`src/rtl/pwm_deadtime_pkg.sv`:
```
// pwm_deadtime_pkg
//   Shared types and defaults for the dead-time insertion stage.
//   - DTW_DEFAULT : default width of the dead-time settings and counter
//   - dt_state_e  : gate-driver FSM state encoding
package pwm_deadtime_pkg;

  localparam int DTW_DEFAULT = 8;

  typedef enum logic [2:0] {
    ST_IDLE   = 3'd0,
    ST_LO_ON  = 3'd1,
    ST_DEAD_R = 3'd2,
    ST_HI_ON  = 3'd3,
    ST_DEAD_F = 3'd4,
    ST_FAULT  = 3'd5
  } dt_state_e;

endpackage

```
`src/rtl/pwm_dt_cnt.sv`:
```
// pwm_dt_cnt
//   Load / decrement / done down-counter used to time the dead band.
//   Ports:
//     clk_i      : clock
//     rst_i      : synchronous active-high reset (clears the count)
//     load_i     : load load_val_i this cycle (has priority over decrement)
//     load_val_i : value to load (effective dead time minus one)
//     dec_i      : decrement request; the count saturates at zero
//     done_o     : count is zero
module pwm_dt_cnt #(
  parameter int DTW = 8
) (
  input  logic           clk_i,
  input  logic           rst_i,
  input  logic           load_i,
  input  logic [DTW-1:0] load_val_i,
  input  logic           dec_i,
  output logic           done_o
);

  logic [DTW-1:0] cnt_q;

  always_ff @(posedge clk_i) begin
    if (rst_i) begin
      cnt_q <= '0;
    end else if (load_i) begin
      cnt_q <= load_val_i;
    end else if (dec_i && (cnt_q != '0)) begin
      cnt_q <= cnt_q - DTW'(1);
    end
  end

  assign done_o = (cnt_q == '0);

endmodule

```
`src/rtl/pwm_deadtime.sv`:
```
// pwm_deadtime
//   Dead-time insertion between a raw PWM waveform and a complementary
//   high-side / low-side gate pair, with a sticky fault shutdown.
//   Ports:
//     clk_i       : clock shared with the PWM core
//     rst_i       : synchronous active-high reset
//     en_i        : stage enable; 0 parks both gates off
//     pwm_i       : raw PWM input
//     dt_rise_i   : dead time low-off -> high-on (cycles, 0 behaves as 1)
//     dt_fall_i   : dead time high-off -> low-on (cycles, 0 behaves as 1)
//     fault_i     : level fault request, forces both gates off
//     fault_clr_i : pulse that clears a latched fault once fault_i is low
//     pwm_hi_o    : high-side gate (registered)
//     pwm_lo_o    : low-side gate (registered)
//     fault_o     : latched fault status (registered)
//
//   state     | meaning
//   ----------+-------------------------------------------------------
//   ST_IDLE   | disabled or just out of fault, both gates off
//   ST_LO_ON  | low-side gate on, following pwm_q = 0
//   ST_DEAD_R | both off, waiting dt_rise before high gate turns on
//   ST_HI_ON  | high-side gate on, following pwm_q = 1
//   ST_DEAD_F | both off, waiting dt_fall before low gate turns on
//   ST_FAULT  | fault latched, both gates off until cleared
module pwm_deadtime
  import pwm_deadtime_pkg::*;
#(
  parameter int DTW = DTW_DEFAULT
) (
  input  logic           clk_i,
  input  logic           rst_i,
  input  logic           en_i,
  input  logic           pwm_i,
  input  logic [DTW-1:0] dt_rise_i,
  input  logic [DTW-1:0] dt_fall_i,
  input  logic           fault_i,
  input  logic           fault_clr_i,
  output logic           pwm_hi_o,
  output logic           pwm_lo_o,
  output logic           fault_o
);

  dt_state_e      state_q;
  dt_state_e      state_nxt;
  logic           pwm_q;
  logic           cnt_done;
  logic           cnt_load;
  logic           cnt_dec;
  logic [DTW-1:0] dt_sel;
  logic [DTW-1:0] load_val;

  always_ff @(posedge clk_i) begin
    if (rst_i) begin
      state_q  <= ST_IDLE;
      pwm_q    <= 1'b0;
      pwm_hi_o <= 1'b0;
      pwm_lo_o <= 1'b0;
      fault_o  <= 1'b0;
    end else begin
      state_q  <= state_nxt;
      pwm_q    <= pwm_i;
      pwm_hi_o <= (state_nxt == ST_HI_ON);
      pwm_lo_o <= (state_nxt == ST_LO_ON);
      fault_o  <= (state_nxt == ST_FAULT);
    end
  end

  always_comb begin
    state_nxt = state_q;
    if (fault_i) begin
      state_nxt = ST_FAULT;
    end else if (state_q == ST_FAULT) begin
      if (fault_clr_i) begin
        state_nxt = ST_IDLE;
      end
    end else if (!en_i) begin
      state_nxt = ST_IDLE;
    end else begin
      case (state_q)
        // Both gates are already off here, so no dead band is needed.
        ST_IDLE:   state_nxt = pwm_q ? ST_HI_ON : ST_LO_ON;
        ST_LO_ON:  if (pwm_q) state_nxt = ST_DEAD_R;
        // A pulse shorter than the dead band is swallowed: fall back to
        // the gate that was on, the opposite gate never turned on.
        ST_DEAD_R: begin
          if (!pwm_q)        state_nxt = ST_LO_ON;
          else if (cnt_done) state_nxt = ST_HI_ON;
        end
        ST_HI_ON:  if (!pwm_q) state_nxt = ST_DEAD_F;
        ST_DEAD_F: begin
          if (pwm_q)         state_nxt = ST_HI_ON;
          else if (cnt_done) state_nxt = ST_LO_ON;
        end
        default:   state_nxt = ST_IDLE;
      endcase
    end
  end

  // The setting is captured only on entry to a dead band, so changes while
  // the counter runs apply from the next transition onward.
  assign cnt_load = ((state_q == ST_LO_ON) && (state_nxt == ST_DEAD_R)) ||
                    ((state_q == ST_HI_ON) && (state_nxt == ST_DEAD_F));
  assign cnt_dec  = (state_q == ST_DEAD_R) || (state_q == ST_DEAD_F);
  assign dt_sel   = (state_q == ST_LO_ON) ? dt_rise_i : dt_fall_i;
  // Load Deff-1 with Deff = max(dt,1); a zero setting still yields one
  // cycle with both gates off.
  assign load_val = (dt_sel == '0) ? '0 : (dt_sel - DTW'(1));

  pwm_dt_cnt #(
    .DTW(DTW)
  ) u_dt_cnt (
    .clk_i      (clk_i),
    .rst_i      (rst_i),
    .load_i     (cnt_load),
    .load_val_i (load_val),
    .dec_i      (cnt_dec),
    .done_o     (cnt_done)
  );

endmodule

```
`config.mk`:
```
export PLATFORM = sky130hd
export DESIGN_NAME = pwm_deadtime
export DESIGN_NICKNAME = d
export VERILOG_FILES = /design/src/rtl/pwm_deadtime_pkg.sv /design/src/rtl/pwm_dt_cnt.sv /design/src/rtl/pwm_deadtime.sv
export SDC_FILE = /design/constraint.sdc
export NUM_CORES = 1
export LEC_CHECK = 0
export CORE_UTILIZATION = 50
export DETAILED_ROUTE_END_ITERATION = 7
export PLACE_DENSITY = 0.88
export SLEW_MARGIN = 20
export SYNTH_ARGS = -nofsm -noshare
export SYNTH_HDL_FRONTEND = slang
export SYNTH_SLANG_ARGS = --single-unit
```
`constraint.sdc`:
```
create_clock -name clk_i -period 2.9 [get_ports clk_i]
set_clock_uncertainty 0.05 [all_clocks]
set_input_delay 0.87 -clock clk_i [delete_from_list [all_inputs] [get_ports clk_i]]
set_output_delay 0.87 -clock clk_i [all_outputs]
set_load 0.02 [all_outputs]
```
# --- After elaboration in Yosys (flattened, before gate mapping) ---
# Index checks and enable logic that the tools add are counted.
# W data, S select, Z words.
classes:
  n_addsub: 2
  eq_ne: 10
  mux: 16
  reduce_logical: 10
op_table:
  columns: ["op", "count"]
  rows:
  - ["$mux W8", 4]
  - ["$mux W3", 10]
  - ["$logic_not A8 Y1", 2]
  - ["$sub A8 B1 Y8 const B", 2]
  - ["$pmux W3 S5", 1]
  - ["$eq A3 B2 Y1 const B", 4]
  - ["$eq A3 B3 Y1 const B", 4]
  - ["$reduce_bool A8 Y1", 1]
  - ["$eq A3 B1 Y1 const B", 2]
  - ["$logic_and A1 B1 Y1", 3]
  - ["$logic_not A3 Y1", 1]
  - ["$logic_or A1 B1 Y1", 2]
  - ["$mux W2", 1]
  - ["$reduce_bool A2 Y1", 1]
word_totals:
  reg_bits: 15
  inputBits: 22
  out_inout_bits: 3
  wordCells: 44

# --- Logic depth before layout (Yosys ltp) ---
# Gate-level depths: netlist of run 1.
logic_depth:
  depth_word: 11
  ltp_mapped: 10
  mapped_depth_nobuf: 8

# --- By module ---
# Synthesis of run 1 repeated with hierarchy kept, for this count alone.
hier_totals:
  hier_cells: 147
  hier_area_um2: 1258.7
by_module_without_submodules:
  columns: ["module", "instances", "cells_each", "area_per_inst_um2", "seq_area_each_um2"]
  rows:
  - ["pwm_deadtime", 1, 88, 743.2, 140.1]
  - ["pwm_dt_cnt", 1, 59, 515.5, 160.2]

# --- Least setup slack after synthesis of run 1 ---
# Ideal clock, no wire load.
synth_timing:
  path_kind: "input -> register"
  from: "input port dt_fall_i[6]"
  to: "register u_dt_cnt.cnt_q[7]"
  setup_time_ps: 127
  t_arrival_ps: 2096
  t_required_ps: 2723
  slack_ps: 626
  stages: 5
  n_path_buf: 0
  path_cell_list: "or4_1 -> or2_2 -> a21oi_1 -> mux2i_1 -> a211oi_1"
synth_via:
  elab_chain_len: 4
  word_cells_on_any_way: 5
  classes_between: "1 x add/sub; 3 x mux; 1 x reduce/logical"
synth_lines:
  columns: ["item", "line_no", "rtl"]
  rows:
  - ["start: declaration", "pwm_deadtime.sv:35", "input logic [DTW-1:0] dt_fall_i,"]
  - ["$mux W8 (*)", "pwm_deadtime.sv:104", "assign dt_sel = (state_q == ST_LO_ON) ? dt_rise_i : dt_fall_i;"]
  - ["$sub A8 B1 Y8 or $logic_not A8 Y1 (tied branches)", "pwm_deadtime.sv:107", "assign load_val = (dt_sel == '0) ? '0 : (dt_sel - DTW'(1));"]
  - ["$mux W8 (*)", "pwm_deadtime.sv:107", null]
  - ["$mux W8 (*)", "pwm_dt_cnt.sv:26", "end else if (load_i) begin"]
  - ["end signal: assignment", "pwm_dt_cnt.sv:27", "cnt_q <= load_val_i;"]
  - ["end signal: assignment", "pwm_dt_cnt.sv:29", "cnt_q <= cnt_q - DTW'(1);"]
  - ["end: declaration", "pwm_dt_cnt.sv:21", "logic [DTW-1:0] cnt_q;"]
# Mark *: on every way between the ends. The rest lies on a longest branch, timed or not.
# A chain may end at the register's enable or synchronous reset.

# --- Final worst setup path of run 1 ---
# Same ends and word-level chain as after synthesis.

==> flow_metrics.py, run 1 <==
metrics = {
    "drt": {
        "dr_total_vias": 1142,
        "drtIter0Drc": 20,
        "wl_mm": 2.83,
        "vias_per_cell": 6.04,
        "routed.top_layer": "met4",
        "met1_length_mm": 1.17,
        "met3_wirelength_um": 123,
        "met2_length_mm": 1.48,
        "drc": 0,
        "ant_nets": 0,
        "avgRoutedWirePerCell_um": 15.0,
        "firstDrtPassIters": 4,
    },
    "setup_path": {
        "worstSetupStartpoint": "dt_fall_i[6]",
        "crit_type": "input port to flop",
        "r2r_end": "u_dt_cnt.cnt_q[0]$_SDFFE_PP0P_",
        "r2r_slack_ns": 0.49,
        "reg2reg_depth": 8,
        "cp_data_arrival_time_ns": 2.62,
        "cp.required_ns": 3.01,
        "critPathMaxFanout": 3,
        "worstSetupEndpointType": "flop",
        "timing.rr.start": "state_q[0]$_SDFF_PP0_",
        "crit_path_start_kind": "input port",
        "cp-endpoint": "u_dt_cnt.cnt_q[7]$_SDFFE_PP0P_",
    },
    "synth": {
        "yosysWarnings": 0,
        "yosys.area_share.simple_pct": 29.9,
        "ys_async_sr_fraction_pct": 0,
        "post_synth_instance_area_um2": 1200,
        "synthAdderAreaFrac_pct": 3.13,
        "synthCells": 138,
        "synth_top_family_by_area": "simple AND/OR/NAND/NOR gates",
        "synth_top_area_share_pct": 25.0,
        "ys_ff_latch": 15,
        "synth_edf_count": 0,
        "ys_seq_area_share_pct": 25.0,
        "synth_most_common_cell": "dfxtp_1",
        "synth_compound_area_share_pct": 15.7,
        "synth_area_leaders": "dfxtp_1 (25%), mux2i_1 (5.8%), xnor2_1 (5.1%)",
        "synth_top_cell_by_area": "dfxtp_1",
        "ys_types": 44,
        "synth_flop_cell": "dfxtp_1",
        "synth.mux.area_fraction_pct": 11.8,
        "syn_area_per_cell_um2": 8.70,
        "synthTopCellsByCount": "dfxtp_1 (15), nor2_1 (11), nand2_1 (8)",
        "synth_xor_area_share_pct": 8.02,
        "synth_nets": 163,
    },
    "place": {
        "dpl_cell_area_um2": 1420,
        "portBuffers": 24,
        "hpwlAfterDp_mm": 2.17,
        "numPlacedInstances": 185,
        "place_ws_ns": 0.0725,
        "place_congestion": 0.844,
    },
    "timing": {
        "maxSlewHeadroom_pct": 60.7,
        "rsz0062_at_grt": "false",
        "finalSetupTns_ns": 0,
        "fin_crit_sh_pct": 86.7,
        "fmax_mhz": 398,
        "setup_ws_ns": 0.385,
        "maxSlewViolCount": 0,
        "period_needed_ns": 2.52,
        "fin_hold_ws_ns": 0.540,
        "worstMarginPinSlew_ns": 0.583,
        "finalSetupViolCount": 0,
        "hold_viol": 0,
    },
    "die": {
        "die_area_um2": 2600,
        "fp.dieW_um": 51.0,
        "fp.dieH_um": 51.0,
        "core_area_um2": 2230,
        "ios": 25,
        "initial_core_util_pct": 53.8,
        "rows": 17,
    },
    "cts": {
        "htreeDepth": 1,
        "cts_made_buffers": 3,
        "cts-root-buf": "clkbuf_4",
        "clk_transition_reported_paths_ns": 0.10,
        "cts_tree": "done",
        "cts_resized": 0,
        "cts_buffer_depth": 2,
        "worst_skew_pair.late_latency_ns": 0.30,
        "cts_setup_buffers": 0,
        "cts.sinks": 15,
        "cts_hold_buffers": 0,
    },
    "global_routing": {
        "first_global_vias": 1091,
        "grt_start_max_net_pins": 16,
        "grt_pass1_wl_mm": 4.63,
        "overflow": 0,
        "antenna_found_initial": 0,
        "gr-usage-all-layers_pct": 23.8,
    },
    "power_and_ir_drop": {
        "power_density_nw_per_um2": 480,
        "max-vdd-ir-drop_uv": 295,
        "p_leak_nw": 0.507,
    },
    "final_layout": {
        "regArea_um2": 300,
        "diodes": 0,
        "drive_above_1_share_pct": 11.8,
        "final_cells": 189,
        "post-route-cell-area_um2": 1450,
        "multi_input_area_um2": 823,
        "syn2layout_area_growth_pct": 20.6,
        "nets": 187,
        "fillers": 208,
    },
    "outcome": {
        "status": "completed",
    },
    "worst_hold_path": {
        "holdCritPathClass": "flop to flop",
    },
    "flow_run": {
        "max_cap_violations": 0,
    },
}
==> registers in the layout, indices dropped and copies added (netlist names) <==
signal / count
u_dt_cnt.cnt_q: 8
pwm_lo_o: 1
state_q: 3
pwm_q: 1
pwm_hi_o: 1
fault_o: 1
==> through the flow <==
step / util (%) / power, mW
after floorplan: - / 0.487
after global placement: 63.6 / 0.554
after detailed placement: 63.6 / 0.566
after CTS: 64.9 / 0.691
after global routing: 64.9 / 0.737
final: 64.9 / 0.696
==> cell type report <==
type	count	share of cell area [%]
Clock buffer	3	1.55
Tap cell	28	2.42
Clock inverter	1	0.345
Inverter	4	1.04
Sequential cell	15	20.7
Timing Repair Buffer	25	17.1
Multi-Input combinational cell	113	56.8
==> worst min path at each step <==
stage	start	end	slack [ns]	cells after the start
6_report	u_dt_cnt.cnt_q[1]$_SDFFE_PP0P_	u_dt_cnt.cnt_q[1]$_SDFFE_PP0P_	0.54	2
5_1_grt	u_dt_cnt.cnt_q[1]$_SDFFE_PP0P_	u_dt_cnt.cnt_q[1]$_SDFFE_PP0P_	0.59	2
4_1_cts	u_dt_cnt.cnt_q[1]$_SDFFE_PP0P_	u_dt_cnt.cnt_q[1]$_SDFFE_PP0P_	0.54	2
3_5_place_dp	u_dt_cnt.cnt_q[1]$_SDFFE_PP0P_	u_dt_cnt.cnt_q[1]$_SDFFE_PP0P_	0.53	2
3_3_place_gp	u_dt_cnt.cnt_q[1]$_SDFFE_PP0P_	u_dt_cnt.cnt_q[1]$_SDFFE_PP0P_	0.53	2
2_1_floorplan	u_dt_cnt.cnt_q[1]$_SDFFE_PP0P_	u_dt_cnt.cnt_q[1]$_SDFFE_PP0P_	0.49	2
==> cell families (layout without fill, tap and decap cells) <==
logic type / after synthesis / in the layout
AND/OR/NAND/NOR: 59 / 59
AO/OA/AOI/OAI: 28 / 28
flip-flops: 15 / 15
multiplexers: 12 / 12
XOR/XNOR: 11 / 11
buffers and inverters: 10 / 33
adder cells (fa/ha/maj): 3 / 3
==> report_power, final <==
part	switching [mW]	internal [mW]
Combinational	0.145	0.156
Sequential	0.0357	0.233
Clock	0.0746	0.0514
Total	0.255	0.441
==> per-layer routing <==
| metal | up-vias | global-route usage (%) |
|---|---|---|
| met5 | - | 0 |
| met4 | 0 | 12.5 |
| met3 | 9 | 4.76 |
| met2 | 40 | 43.0 |
| met1 | 532 | 25.7 |
| li1 | 561 | - |
==> cell usage in the layout, fill, tap and decap left out, types with 2 or more instances in the layout <==
| cell | count |
|---|---|
| nand2b_1 | 3 |
| and2b_2 | 3 |
| clkdlybuf4s50_1 | 24 |
| inv_1 | 4 |
| o22ai_1 | 4 |
| nor2b_1 | 3 |
| a31oi_1 | 3 |
| nand2_1 | 8 |
| clkbuf_4 | 3 |
| xnor2_1 | 7 |
| mux2_2 | 3 |
| xor2_1 | 4 |
| o21ai_0 | 3 |
| o31a_1 | 2 |
| nand3_1 | 2 |
| dfxtp_1 | 15 |
| or4_1 | 2 |
| a21oi_1 | 7 |
| mux2i_1 | 7 |
| ha_1 | 3 |
| nor3_1 | 6 |
| a211oi_1 | 2 |
| nor2_1 | 11 |
| nor3b_1 | 2 |
| nor4_1 | 7 |
| nor4b_1 | 4 |
==> worst max-delay path, cell delays in order <==
cell	delay (ns)
clkdlybuf4s50_1	0.43
or4_1	0.55
or2_2	0.29
a21oi_1	0.18
mux2i_1	0.21
a211oi_1	0.09
No activity file was read; power rests on OpenSTA's default activity.
==> inputs of run 2 (changes only) <==
--- a/config.mk
+++ b/config.mk
@@ -5,9 +5,9 @@
 export SDC_FILE = /design/constraint.sdc
 export NUM_CORES = 1
 export LEC_CHECK = 0
-export CORE_UTILIZATION = 50
+export CORE_UTILIZATION = 40
 export DETAILED_ROUTE_END_ITERATION = 7
-export PLACE_DENSITY = 0.88
+export PLACE_DENSITY = 0.75
 export SLEW_MARGIN = 20
 export SYNTH_ARGS = -nofsm -noshare
 export SYNTH_HDL_FRONTEND = slang
==> flow_metrics.py, run 2 (synthesis results as in run 1) <==
metrics = {
    "outcome": {
        "status": "complete, but fails checks",
        "violations": "design-rule violations",
    },
    "cts": {
        "cts_resized": 0,
        "cts.sinks": 15,
        "htreeDepth": 1,
        "cts_hold_buffers": 0,
        "cts_made_buffers": 3,
        "cts_tree": "done",
        "cts-root-buf": "clkbuf_4",
        "worst_skew_pair.late_latency_ns": 0.28,
        "clk_transition_reported_paths_ns": 0.09,
        "cts_buffer_depth": 2,
        "cts_setup_buffers": 0,
    },
    "power_and_ir_drop": {
        "p_leak_nw": 0.512,
        "power_density_nw_per_um2": 467,
        "max-vdd-ir-drop_uv": 191,
    },
    "setup_path": {
        "r2r_end": "u_dt_cnt.cnt_q[0]$_SDFFE_PP0P_",
        "cp.required_ns": 3.01,
        "timing.rr.start": "state_q[0]$_SDFF_PP0_",
        "worstSetupEndpointType": "flop",
        "crit_type": "input port to flop",
        "r2r_slack_ns": 0.54,
        "worstSetupStartpoint": "dt_fall_i[6]",
        "crit_path_start_kind": "input port",
        "critPathMaxFanout": 3,
        "cp_data_arrival_time_ns": 2.60,
        "reg2reg_depth": 8,
    },
    "timing": {
        "hold_viol": 0,
        "rsz0062_at_grt": "false",
        "setup_ws_ns": 0.405,
        "maxSlewHeadroom_pct": 57.7,
        "finalSetupTns_ns": 0,
        "fin_crit_sh_pct": 86.0,
        "period_needed_ns": 2.50,
        "finalSetupViolCount": 0,
        "maxSlewViolCount": 0,
        "fmax_mhz": 401,
        "worstMarginPinSlew_ns": 0.627,
    },
    "worst_hold_path": {
        "min_from": "u_dt_cnt.cnt_q[1]$_SDFFE_PP0P_",
        "min_to": "u_dt_cnt.cnt_q[1]$_SDFFE_PP0P_",
        "holdCritPathClass": "flop to flop",
        "min_path_cells": 2,
    },
    "global_routing": {
        "gr-usage-all-layers_pct": 18.5,
        "grt_start_max_net_pins": 16,
        "antenna_found_initial": 0,
        "grt_pass1_wl_mm": 4.71,
        "overflow": 0,
        "first_global_vias": 1144,
    },
    "drt": {
        "dr_total_vias": 1105,
        "drtIter0Drc": 38,
        "drc": 6,
        "wl_mm": 2.71,
        "avgRoutedWirePerCell_um": 14.0,
        "firstDrtPassIters": 6,
        "vias_per_cell": 5.73,
        "ant_nets": 0,
    },
    "die": {
        "die_area_um2": 3230,
        "fp.dieH_um": 56.8,
        "fp.dieW_um": 56.8,
        "ios": 25,
        "core_area_um2": 2810,
        "initial_core_util_pct": 42.8,
        "rows": 19,
    },
    "place": {
        "place_congestion": 0.799,
        "portBuffers": 24,
        "place_ws_ns": 0.0980,
        "hpwlAfterDp_mm": 2.23,
    },
    "final_layout": {
        "nets": 188,
        "syn2layout_area_growth_pct": 21.6,
        "reg_top3": "u_dt_cnt.cnt_q (8), state_q (3)",
        "drive_above_1_share_pct": 12.3,
        "largest_register_ffs": 8,
        "diodes": 0,
        "layout_commonest_cell": "clkdlybuf4s50_1",
        "layout_common_cells": "clkdlybuf4s50_1 (24), dfxtp_1 (15), nor2_1 (11)",
        "largest_register": "u_dt_cnt.cnt_q",
    },
    "flow_run": {
        "max_cap_violations": 0,
    },
}
-- run 2: worst max path at each step --
stage                                                 to  slack [ns]
after floorplan           u_dt_cnt.cnt_q[7]$_SDFFE_PP0P_        0.63
after global placement    u_dt_cnt.cnt_q[7]$_SDFFE_PP0P_        0.13
after detailed placement  u_dt_cnt.cnt_q[7]$_SDFFE_PP0P_         0.1
after CTS                 u_dt_cnt.cnt_q[7]$_SDFFE_PP0P_        0.40
after global routing      u_dt_cnt.cnt_q[7]$_SDFFE_PP0P_        0.27
final                     u_dt_cnt.cnt_q[7]$_SDFFE_PP0P_        0.40
-- run 2: area by class of cell --
class	instances	area [um^2]
clock buffers	3	22.5
inverters	4	15.0
fillers	286	1350
flip-flops and latches	15	300
repair buffers	26	255
well taps	31	38.8
multi-input cells	113	823
clock inverters	1	5.00
-- run 2: critical path, stage by stage --
cell             delay, ns
clkdlybuf4s50_1       0.44
or4_1                 0.54
or2_2                 0.28
a21oi_1               0.19
mux2i_1               0.20
a211oi_1              0.08
-- run 2: report_power, final --
group	switching [mW]	internal (mW)
clock	0.0664	0.0512
combinational	0.142	0.157
sequential	0.0325	0.233
-- run 2: metrics by stage --
stage | hold WS (ns) | cell area, um^2 | util (%) | cells | total power, mW
2_1_floorplan | 0.490 | 1200 | - | 138 | 0.487
3_3_place_gp | 0.519 | 1430 | 51.1 | 189 | 0.556
3_5_place_dp | 0.518 | 1430 | 51.1 | 189 | 0.568
4_1_cts | 0.535 | 1460 | 52.1 | 193 | 0.687
5_1_grt | 0.592 | 1460 | 52.1 | 193 | 0.733
6_report | 0.536 | 1460 | 52.1 | 193 | 0.683
-- run 2: layer usage --
layer  routed length, um  GRT usage [%]  up-vias
li1                    -              -      565
met1                1090           19.5      498
met2                1470           37.1       38
met3                 111           2.30        4
met4                  31           6.27        0
met5                   0              0        -
==> inputs of run 3 (changes only) <==
--- a/config.mk
+++ b/config.mk
@@ -5,10 +5,13 @@
 export SDC_FILE = /design/constraint.sdc
 export NUM_CORES = 1
 export LEC_CHECK = 0
+export ABC_CLOCK_PERIOD_IN_PS = 2900
 export CORE_UTILIZATION = 40
 export DETAILED_ROUTE_END_ITERATION = 7
 export PLACE_DENSITY = 0.75
 export SLEW_MARGIN = 20
 export SYNTH_ARGS = -nofsm -noshare
 export SYNTH_HDL_FRONTEND = slang
+export SYNTH_HIERARCHICAL = 1
 export SYNTH_SLANG_ARGS = --single-unit
+export TNS_END_PERCENT = 50
==> flow_metrics.py, run 3 <==
metrics = {
    "drt": {
        "vias_per_cell": 5.53,
        "dr_total_vias": 1293,
        "firstDrtPassIters": 4,
        "drtIter0Drc": 51,
        "avgRoutedWirePerCell_um": 13.9,
        "wl_mm": 3.25,
        "drc": 0,
        "ant_nets": 0,
    },
    "final_layout": {
        "diodes": 0,
        "syn2layout_area_growth_pct": 37.4,
        "regArea_um2": 300,
        "post-route-cell-area_um2": 1730,
        "layout_commonest_cell": "clkdlybuf4s50_1",
        "final_util_pct": 60.1,
        "nets": 218,
        "drive_above_1_share_pct": 22.9,
        "reg_top3": "u_dt_cnt/cnt_q (8), state_q (3)",
        "fillers": 260,
        "layout_common_cells": "clkdlybuf4s50_1 (24), buf_4 (22), dfxtp_1 (15)",
        "largest_register_ffs": 8,
        "largest_register": "u_dt_cnt/cnt_q",
        "multi_input_area_um2": 911,
    },
    "synth": {
        "synth_nets": 172,
        "ys_types": 48,
        "yosysWarnings": 6,
        "synth_top_family_by_area": "simple AND/OR/NAND/NOR gates",
        "synth_edf_count": 0,
        "synth_compound_area_share_pct": 23.7,
        "synth_xor_area_share_pct": 3.48,
        "syn_area_per_cell_um2": 8.56,
        "yosys.area_share.simple_pct": 35.3,
        "ys_async_sr_fraction_pct": 0,
        "post_synth_instance_area_um2": 1260,
        "synth_most_common_cell": "dfxtp_1",
        "synthAdderAreaFrac_pct": 2.98,
        "ys_seq_area_share_pct": 23.9,
        "synth.mux.area_fraction_pct": 6.36,
        "synth_top_area_share_pct": 23.9,
        "synth_top_cell_by_area": "dfxtp_1",
        "synthCells": 147,
        "ys_ff_latch": 15,
        "synth_flop_cell": "dfxtp_1",
        "synth_area_leaders": "dfxtp_1 (24%), mux2i_1 (6.4%), a21oi_1 (4.4%)",
        "synthTopCellsByCount": "dfxtp_1 (15), nor2_1 (13), a21oi_1 (11)",
    },
    "cts": {
        "clk_transition_reported_paths_ns": 0.08,
        "cts_buffer_depth": 2,
        "htreeDepth": 1,
        "cts_tree": "done",
        "worst_skew_pair.late_latency_ns": 0.27,
        "cts.sinks": 15,
        "cts-root-buf": "clkbuf_4",
        "cts_hold_buffers": 0,
        "cts_made_buffers": 3,
    },
    "timing": {
        "fmax_mhz": 365,
        "worstMarginPinSlew_ns": 0.475,
        "hold_viol": 0,
        "finalSetupViolCount": 0,
        "maxSlewViolCount": 0,
        "setup_ws_ns": 0.157,
        "maxSlewHeadroom_pct": 68.2,
        "fin_hold_ws_ns": 0.490,
        "period_needed_ns": 2.74,
        "fin_crit_sh_pct": 94.6,
    },
    "power_and_ir_drop": {
        "max-vdd-ir-drop_uv": 282,
        "p_leak_nw": 0.614,
        "power_density_nw_per_um2": 430,
    },
    "setup_path": {
        "crit_type": "flop to flop",
        "worstSetupEndpointType": "flop",
        "crit_path_start_kind": "flop",
        "cp_data_arrival_time_ns": 2.90,
        "r2r_end": "u_dt_cnt/cnt_q[2]$_SDFFE_PP0P_",
        "r2r_slack_ns": 0.16,
        "reg2reg_depth": 10,
        "timing.rr.start": "u_dt_cnt/cnt_q[3]$_SDFFE_PP0P_",
        "critPathMaxFanout": 10,
        "cp.required_ns": 3.06,
    },
    "die": {
        "rows": 19,
        "core_area_um2": 2880,
        "initial_core_util_pct": 43.8,
        "ios": 25,
        "fp.dieW_um": 58.1,
        "fp.dieH_um": 58.1,
        "die_area_um2": 3380,
    },
    "place": {
        "place_congestion": 0.820,
        "place_ws_ns": -0.174,
        "portBuffers": 24,
        "dpl_cell_area_um2": 1680,
        "hpwlAfterDp_mm": 2.53,
    },
    "outcome": {
        "status": "completed",
    },
    "global_routing": {
        "overflow": 0,
        "grt_start_max_net_pins": 15,
        "gr-usage-all-layers_pct": 21.2,
        "first_global_vias": 1289,
        "grt_pass1_wl_mm": 5.58,
        "antenna_found_initial": 0,
    },
    "worst_hold_path": {
        "holdCritPathClass": "flop to flop",
        "min_from": "u_dt_cnt/cnt_q[5]$_SDFFE_PP0P_",
        "min_path_cells": 2,
        "min_to": "u_dt_cnt/cnt_q[5]$_SDFFE_PP0P_",
    },
    "flow_run": {
        "max_cap_violations": 0,
    },
}
==> run 3: changes by cell type in the layout (fill, tap and decap cells not counted), moves of 4 or more <==
| cell | before | now |
|---|---|---|
| a311oi_1 | 0 | 4 |
| a21oi_1 | 7 | 11 |
| nor3b_1 | 2 | 6 |
| xor2_1 | 4 | 0 |
| o22ai_1 | 4 | 0 |
| nor4_1 | 7 | 3 |
| buf_4 | 2 | 22 |
| nand2_1 | 8 | 2 |
==> run 3: worst max path at each step <==
stage	startpoint	end	cells past startpoint
5_1_grt	dt_rise_i[0]	u_dt_cnt/cnt_q[6]$_SDFFE_PP0P_	9
3_5_place_dp	dt_rise_i[0]	u_dt_cnt/cnt_q[6]$_SDFFE_PP0P_	9
4_1_cts	u_dt_cnt/cnt_q[3]$_SDFFE_PP0P_	u_dt_cnt/cnt_q[2]$_SDFFE_PP0P_	10
3_3_place_gp	dt_rise_i[0]	u_dt_cnt/cnt_q[6]$_SDFFE_PP0P_	9
6_report	u_dt_cnt/cnt_q[3]$_SDFFE_PP0P_	u_dt_cnt/cnt_q[2]$_SDFFE_PP0P_	10
2_1_floorplan	u_dt_cnt/cnt_q[2]$_SDFFE_PP0P_	u_dt_cnt/cnt_q[2]$_SDFFE_PP0P_	9
==> run 3: worst max-delay path, cell delays in order, from the launching register on <==
cell and delay, ns:
dfxtp_1 0.34, or4_4 0.56, nor4_1 0.19, buf_4 0.16
nor3b_1 0.04, o21ai_1 0.14, o2111ai_1 0.14, and4b_1 0.26
buf_4 0.18, or3_2 0.47, a21oi_1 0.15
==> run 3: area by class of cell <==
class,count,share of cell area (%)
timing repair buffer,46,23.4
tap,42,3.04
clock buffer,4,1.52
multi-input combinational,119,52.7
sequential,15,17.4
inverter,8,1.95
==> run 3: through the flow <==
step	TNS [ns]	power, mW	cells
2_1_floorplan	0	0.490	147
3_3_place_gp	-0.0196	0.616	229
3_5_place_dp	-0.186	0.628	229
4_1_cts	0	0.749	233
5_1_grt	-0.0153	0.802	234
6_report	0	0.744	234
==> run 3: routing by layer <==
metal	GRT usage [%]	part of all wire, %
met2	38.6	48
met5	0	0
met1	25.0	46
met3	3.57	4.9
met4	7.14	1.1
==> run 3: timing repair <==
item	CTS	global route
endpoints found under the setup margin	0	5
buffers inserted	0	1
gates resized for setup	0	4
==> run 3: logic make-up (layout without fill, tap and decap cells) <==
| kind of cell | count (synthesis) | after routing |
|---|---|---|
| AO/OA/AOI/OAI | 39 | 39 |
| XOR/XNOR | 5 | 5 |
| adder cells (fa/ha/maj) | 3 | 3 |
| buffers and inverters | 13 | 58 |
| flip-flops | 15 | 15 |
| multiplexers | 8 | 8 |
| AND/OR/NAND/NOR | 64 | 64 |
==> run 3: power breakdown <==
part           total (mW)  internal (mW)  switching (mW)
logic               0.373          0.197           0.176
registers           0.255          0.231          0.0244
clock network       0.116         0.0533          0.0626
total               0.744          0.481           0.263
